## src/rtl/input_conditioner.sv

```systemverilog
// input_conditioner
// Two-flop synchronizers followed by counter-based debouncers for the
// switch bus and the active-low execute button. Produces a stable switch
// word with a one-cycle change strobe, plus a debounced button level and a
// single-cycle exec pulse per clean press.

module input_conditioner #(
    parameter int WIDTH         = 16,
    parameter int STABLE_CYCLES = 1000,
    parameter int CNT_W         = 16
) (
    input  logic             clock,
    input  logic             reset,
    input  logic [WIDTH-1:0] raw_inp,
    input  logic             raw_exec_n,
    output logic [WIDTH-1:0] inp_clean,
    output logic             inp_changed,
    output logic             exec_level,
    output logic             exec
);

    // Count value at which a candidate has been stable long enough.
    localparam logic [CNT_W-1:0] CNT_MAX = CNT_W'(STABLE_CYCLES - 1);

    // Synchronizer stages
    logic [WIDTH-1:0] inp_s1_r;
    logic [WIDTH-1:0] inp_s2_r;
    logic             btn_s1_r;
    logic             btn_s2_r;

    // Switch debouncer state
    logic [WIDTH-1:0] inp_cand_r;
    logic [CNT_W-1:0] inp_cnt_r;

    // Button debouncer state (candidate holds the pressed level, 1 = pressed)
    logic             btn_cand_r;
    logic [CNT_W-1:0] btn_cnt_r;

    // Next-state signals
    logic [WIDTH-1:0] inp_cand_next_s;
    logic [CNT_W-1:0] inp_cnt_next_s;
    logic [WIDTH-1:0] inp_clean_next_s;
    logic             inp_changed_next_s;
    logic             btn_pressed_s;
    logic             btn_cand_next_s;
    logic [CNT_W-1:0] btn_cnt_next_s;
    logic             exec_level_next_s;
    logic             exec_next_s;

    // Two-flop synchronizers; the button path idles released (high).
    always_ff @(posedge clock or posedge reset) begin
        if (reset) begin
            inp_s1_r <= {WIDTH{1'b0}};
            inp_s2_r <= {WIDTH{1'b0}};
            btn_s1_r <= 1'b1;
            btn_s2_r <= 1'b1;
        end else begin
            inp_s1_r <= raw_inp;
            inp_s2_r <= inp_s1_r;
            btn_s1_r <= raw_exec_n;
            btn_s2_r <= btn_s1_r;
        end
    end

    // Switch debounce: restart on any change, accept once the count saturates.
    always_comb begin
        inp_cand_next_s  = inp_cand_r;
        inp_cnt_next_s   = inp_cnt_r;
        inp_clean_next_s = inp_clean;
        if (inp_s2_r != inp_cand_r) begin
            inp_cand_next_s = inp_s2_r;
            inp_cnt_next_s  = {CNT_W{1'b0}};
        end else if (inp_cnt_r == CNT_MAX) begin
            inp_clean_next_s = inp_cand_r;
        end else begin
            inp_cnt_next_s = inp_cnt_r + CNT_W'(1);
        end
        // Strobe only when the accepted word really differs.
        inp_changed_next_s = (inp_clean_next_s != inp_clean);
    end

    // Button debounce on the pressed (inverted) level, same rules as the switches.
    always_comb begin
        btn_pressed_s     = ~btn_s2_r;
        btn_cand_next_s   = btn_cand_r;
        btn_cnt_next_s    = btn_cnt_r;
        exec_level_next_s = exec_level;
        if (btn_pressed_s != btn_cand_r) begin
            btn_cand_next_s = btn_pressed_s;
            btn_cnt_next_s  = {CNT_W{1'b0}};
        end else if (btn_cnt_r == CNT_MAX) begin
            exec_level_next_s = btn_cand_r;
        end else begin
            btn_cnt_next_s = btn_cnt_r + CNT_W'(1);
        end
        // Rising edge of the debounced level, aligned with exec_level itself.
        exec_next_s = exec_level_next_s & ~exec_level;
    end

    // Debouncer state and registered outputs; reset discards any pending debounce.
    always_ff @(posedge clock or posedge reset) begin
        if (reset) begin
            inp_cand_r  <= {WIDTH{1'b0}};
            inp_cnt_r   <= {CNT_W{1'b0}};
            inp_clean   <= {WIDTH{1'b0}};
            inp_changed <= 1'b0;
            btn_cand_r  <= 1'b0;
            btn_cnt_r   <= {CNT_W{1'b0}};
            exec_level  <= 1'b0;
            exec        <= 1'b0;
        end else begin
            inp_cand_r  <= inp_cand_next_s;
            inp_cnt_r   <= inp_cnt_next_s;
            inp_clean   <= inp_clean_next_s;
            inp_changed <= inp_changed_next_s;
            btn_cand_r  <= btn_cand_next_s;
            btn_cnt_r   <= btn_cnt_next_s;
            exec_level  <= exec_level_next_s;
            exec        <= exec_next_s;
        end
    end

endmodule

```

## config.mk

```make
export PLATFORM = sky130hd
export DESIGN_NAME = input_conditioner
export DESIGN_NICKNAME = d
export VERILOG_FILES = /design/src/rtl/input_conditioner.sv
export SDC_FILE = /design/constraint.sdc
export NUM_CORES = 1
export LEC_CHECK = 0
export ABC_CLOCK_PERIOD_IN_PS = 4400
export CAP_MARGIN = 30
export CORE_MARGIN = 2
export CORE_UTILIZATION = 55
export DETAILED_ROUTE_END_ITERATION = 8
export GPL_TIMING_DRIVEN = 0
export HOLD_SLACK_MARGIN = 0.03
export PLACE_DENSITY_LB_ADDON = 0.3
export SLEW_MARGIN = 20
export SYNTH_ARGS = -nofsm -noshare
export SYNTH_HDL_FRONTEND = slang
export SYNTH_SLANG_ARGS = --single-unit
```

## constraint.sdc

```tcl
create_clock -name clock -period 4.4 [get_ports clock]
set_input_delay 0.88 -clock clock [delete_from_list [all_inputs] [get_ports clock]]
set_output_delay 0.88 -clock clock [all_outputs]
set_load 0.005 [all_outputs]
```

==> impl_metrics.csv <==
group,metric,value,unit
synth,yosysSeqAreaShare,0.641,
timing,setup_viol,0,
power_and_ir_drop,vdd_drop_max,281,uV
layout,final_cell_mix,"dfrtp_1, clkdlybuf4s50_1, xor2_1, nor2_1, xnor2_1",
placement,dp_slack,1880,ps
timing,fin_crit,2600,ps
global_routing,grt_overflow,0,
power_and_ir_drop,p_per_area,364,nW/um^2
clock_tree,cts_root_buffer,"clkbuf_8",
synth,synth_top_family_by_area,"simple AND/OR/NAND/NOR gates",
global_routing,use_met2,0.306,
setup_path,end_kind,"flop",
setup_path,worstPathMaxFanout,10,
setup_path,critPathTopFamily,"simple AND/OR/NAND/NOR gates",
floorplanning,start_util,0.558,
clock_tree,clock_path_buffers,2,
outcome,status,"finished, final reports clean",
synth,muxShareOfSynthArea,0.0571,
route,wl,6760,um
placement,gp_congestion,0.776,
route,drtIter0Drc,146,
global_routing,grt_pass1_vias,2433,
synth,ys.flop_type,"dfrtp_1",
placement,post-dp-hpwl,4430,um
synth,async_flop_share,1.00,
floorplanning,core,7140,um^2
clock_tree,hold_buffers,0,
synth,synth_xor_area_frac,0.130,
floorplanning,fp-row-count,31,
synth,synth-simple-area-share,0.130,
route,via_count,2390,
layout,areaGrowthSynthToFinish,18.9,%
hold_path,hold_path.class,"reg2reg",
synth,yosysWarnings,0,
layout,layout_commonest_cell,"dfrtp_1",
synth,synthAdderAreaFrac,0.00628,
clock_tree,h-tree-depth,3,
floorplanning,die_w,89.1,um
timing,period_share,0.591,
synth,ys_ff_latch,102,
global_routing,antenna_found_initial,0,
clock_tree,cts_resized,0,
global_routing,grt_max_degree,54,
synth,synth.distinct_cells,27,
synth,synth_edf_count,0,
setup_path,required,4640,ps
clock_tree,clk_pin_slew_worst_paths,100,ps
synth,syn_nets,333,
timing,worst_slew_pin_slew,619,ps
timing,hold_violations,0,
setup_path,cp_slowest_stage_delay,580,ps
placement,io_buffers,37,
setup_path,path_buf_inv,1,
clock_tree,numClockSinks,102,
floorplanning,dieArea,7940,um^2
clock_tree,clk_latency,360,ps
timing,slew_headroom,0.584,
synth,syn_area,3990,um^2
layout,layout-drive-gt1-share,0.104,
route,antenna_left,0,
global_routing,grt_usage,0.195,
timing,layout_setup_ws,1800,ps
synth,avgSynthCellArea,12.8,um^2
global_routing,met1_usage,0.264,
flow_run,cap_violations,0,
timing,fmax,384,MHz
clock_tree,cts_made_buffers,9,
floorplanning,io-pin-count,38,
layout,nNetsFinal,382,
power_and_ir_drop,leakage,0.00203,uW
timing,setup_tns,0,ps
floorplanning,die_h,89.1,um
timing,drv_slew,0,
synth,synth-compound-area-share,0.0100,
route,wl_per_cell,14.5,um
global_routing,grt_most_used_layer,"met2",
clock_tree,cts_tree,"yes",
timing,rsz0062_at_grt,"false",
setup_path,path_class,"reg2reg",
setup_path,cp_slowest_cell,"nor4_1",
layout,diodes,0,
setup_path,crit_path_start_kind,"flop",
route,drc,0,
timing,worst_clock_skew,8.74,ps
synth,synth_cells,312,
setup_path,crit_arrival,2850,ps
setup_path,critical_path.cell_chain,"xor2_1, nor4_1, nand4_2, nor2_4, buf_12, mux2_4",
global_routing,met3_usage,0.0619,
route,firstDrtPassIters,4,
clock_tree,cts_setup_buffers,0,
route,via_per_inst,5.14,
global_routing,grt_first_pass_wirelength,11600,um
==> cells by family after synthesis <==
| family | count (synthesis) |
|---|---|
| mux | 17 |
| buf+inv | 23 |
| flops | 102 |
| compound gates | 8 |
| fa+ha+maj | 2 |
| simple gates | 101 |
| xor+xnor | 59 |
==> state kept, by name (all words and copies together) (netlist names) <==
name         count
btn_cand_r       1
btn_cnt_r       16
btn_s1_r         1
btn_s2_r         1
exec             1
exec_level       1
inp_cand_r      16
inp_changed      1
inp_clean       16
inp_cnt_r       16
inp_s1_r        16
inp_s2_r        16
==> worst paths after layout <==
path,start,cells past startpoint,endpoint,slack (ps)
worst max-delay path,inp_cand_r[9],6,inp_clean[14],1800
worst min-delay path,inp_s1_r[10],0,inp_s2_r[10],350
worst max register to register,inp_cand_r[9],6,inp_clean[14],1800
worst min register to register,inp_s1_r[10],0,inp_s2_r[10],350
max in group asynchronous,reset,3,btn_s2_r,2820
min in group asynchronous,reset,2,inp_s1_r[14],920
==> metrics by stage <==
step                cells  total power, uW  instance area [um^2]  utilization  hold WS [ps]
floorplan             312             1050                  3990            -           331
global placement      448             1080                  4480        0.628           332
detailed placement    449             1090                  4510        0.632           335
CTS                   465             1740                  4740        0.664           358
global route          465             1790                  4740        0.664           361
finish                465             1720                  4740        0.664           355
==> metal layers <==
| layer | wire length [um] | vias up |
|---|---|---|
| met5 | 0 | - |
| met3 | 306 | 11 |
| met2 | 3320 | 55 |
| met1 | 3040 | 1193 |
| li1 | - | 1131 |
| met4 | 95 | 0 |
==> worst register-to-register path, cell delays in order (launching register included) <==
cell	delay [ps]
dfrtp_1	430
xor2_1	180
nor4_1	580
nand4_2	410
nor2_4	390
buf_12	200
mux2_4	310
==> synth_stat cells, types with 2 or more instances <==
| library cell | n | area [um^2] |
|---|---|---|
| a21oi_1 | 6 | 30.0 |
| and3_1 | 7 | 43.8 |
| and4_1 | 3 | 26.3 |
| clkbuf_1 | 19 | 71.3 |
| dfrtp_1 | 100 | 2500 |
| dfstp_2 | 2 | 52.6 |
| ha_1 | 2 | 25.0 |
| inv_1 | 3 | 11.3 |
| mux2_2 | 6 | 67.6 |
| mux2_4 | 10 | 150 |
| nand2_1 | 14 | 52.6 |
| nand3_1 | 11 | 55.1 |
| nand4_1 | 12 | 75.1 |
| nor2_1 | 33 | 124 |
| nor3_1 | 6 | 30.0 |
| nor4_1 | 9 | 56.3 |
| o21ai_0 | 2 | 10.0 |
| xnor2_1 | 26 | 228 |
| xor2_1 | 33 | 289 |
==> final cells by class <==
class	count	area, um^2
buffer	20	91.3
sequential	102	2550
timing repair buffer	38	398
clock buffer	10	128
fill	556	2400
inverter	3	16.3
multi-input combinational	187	1330
tap	99	124
clock inverter	6	97.6
==> where the power goes <==
group	internal, uW	switching [uW]	total [uW]
Clock	331	327	658
Sequential	966	21.0	987
Combinational	37.4	41.4	78.8
Total	1330	390	1720
No activity file was read; power rests on OpenSTA's default activity.
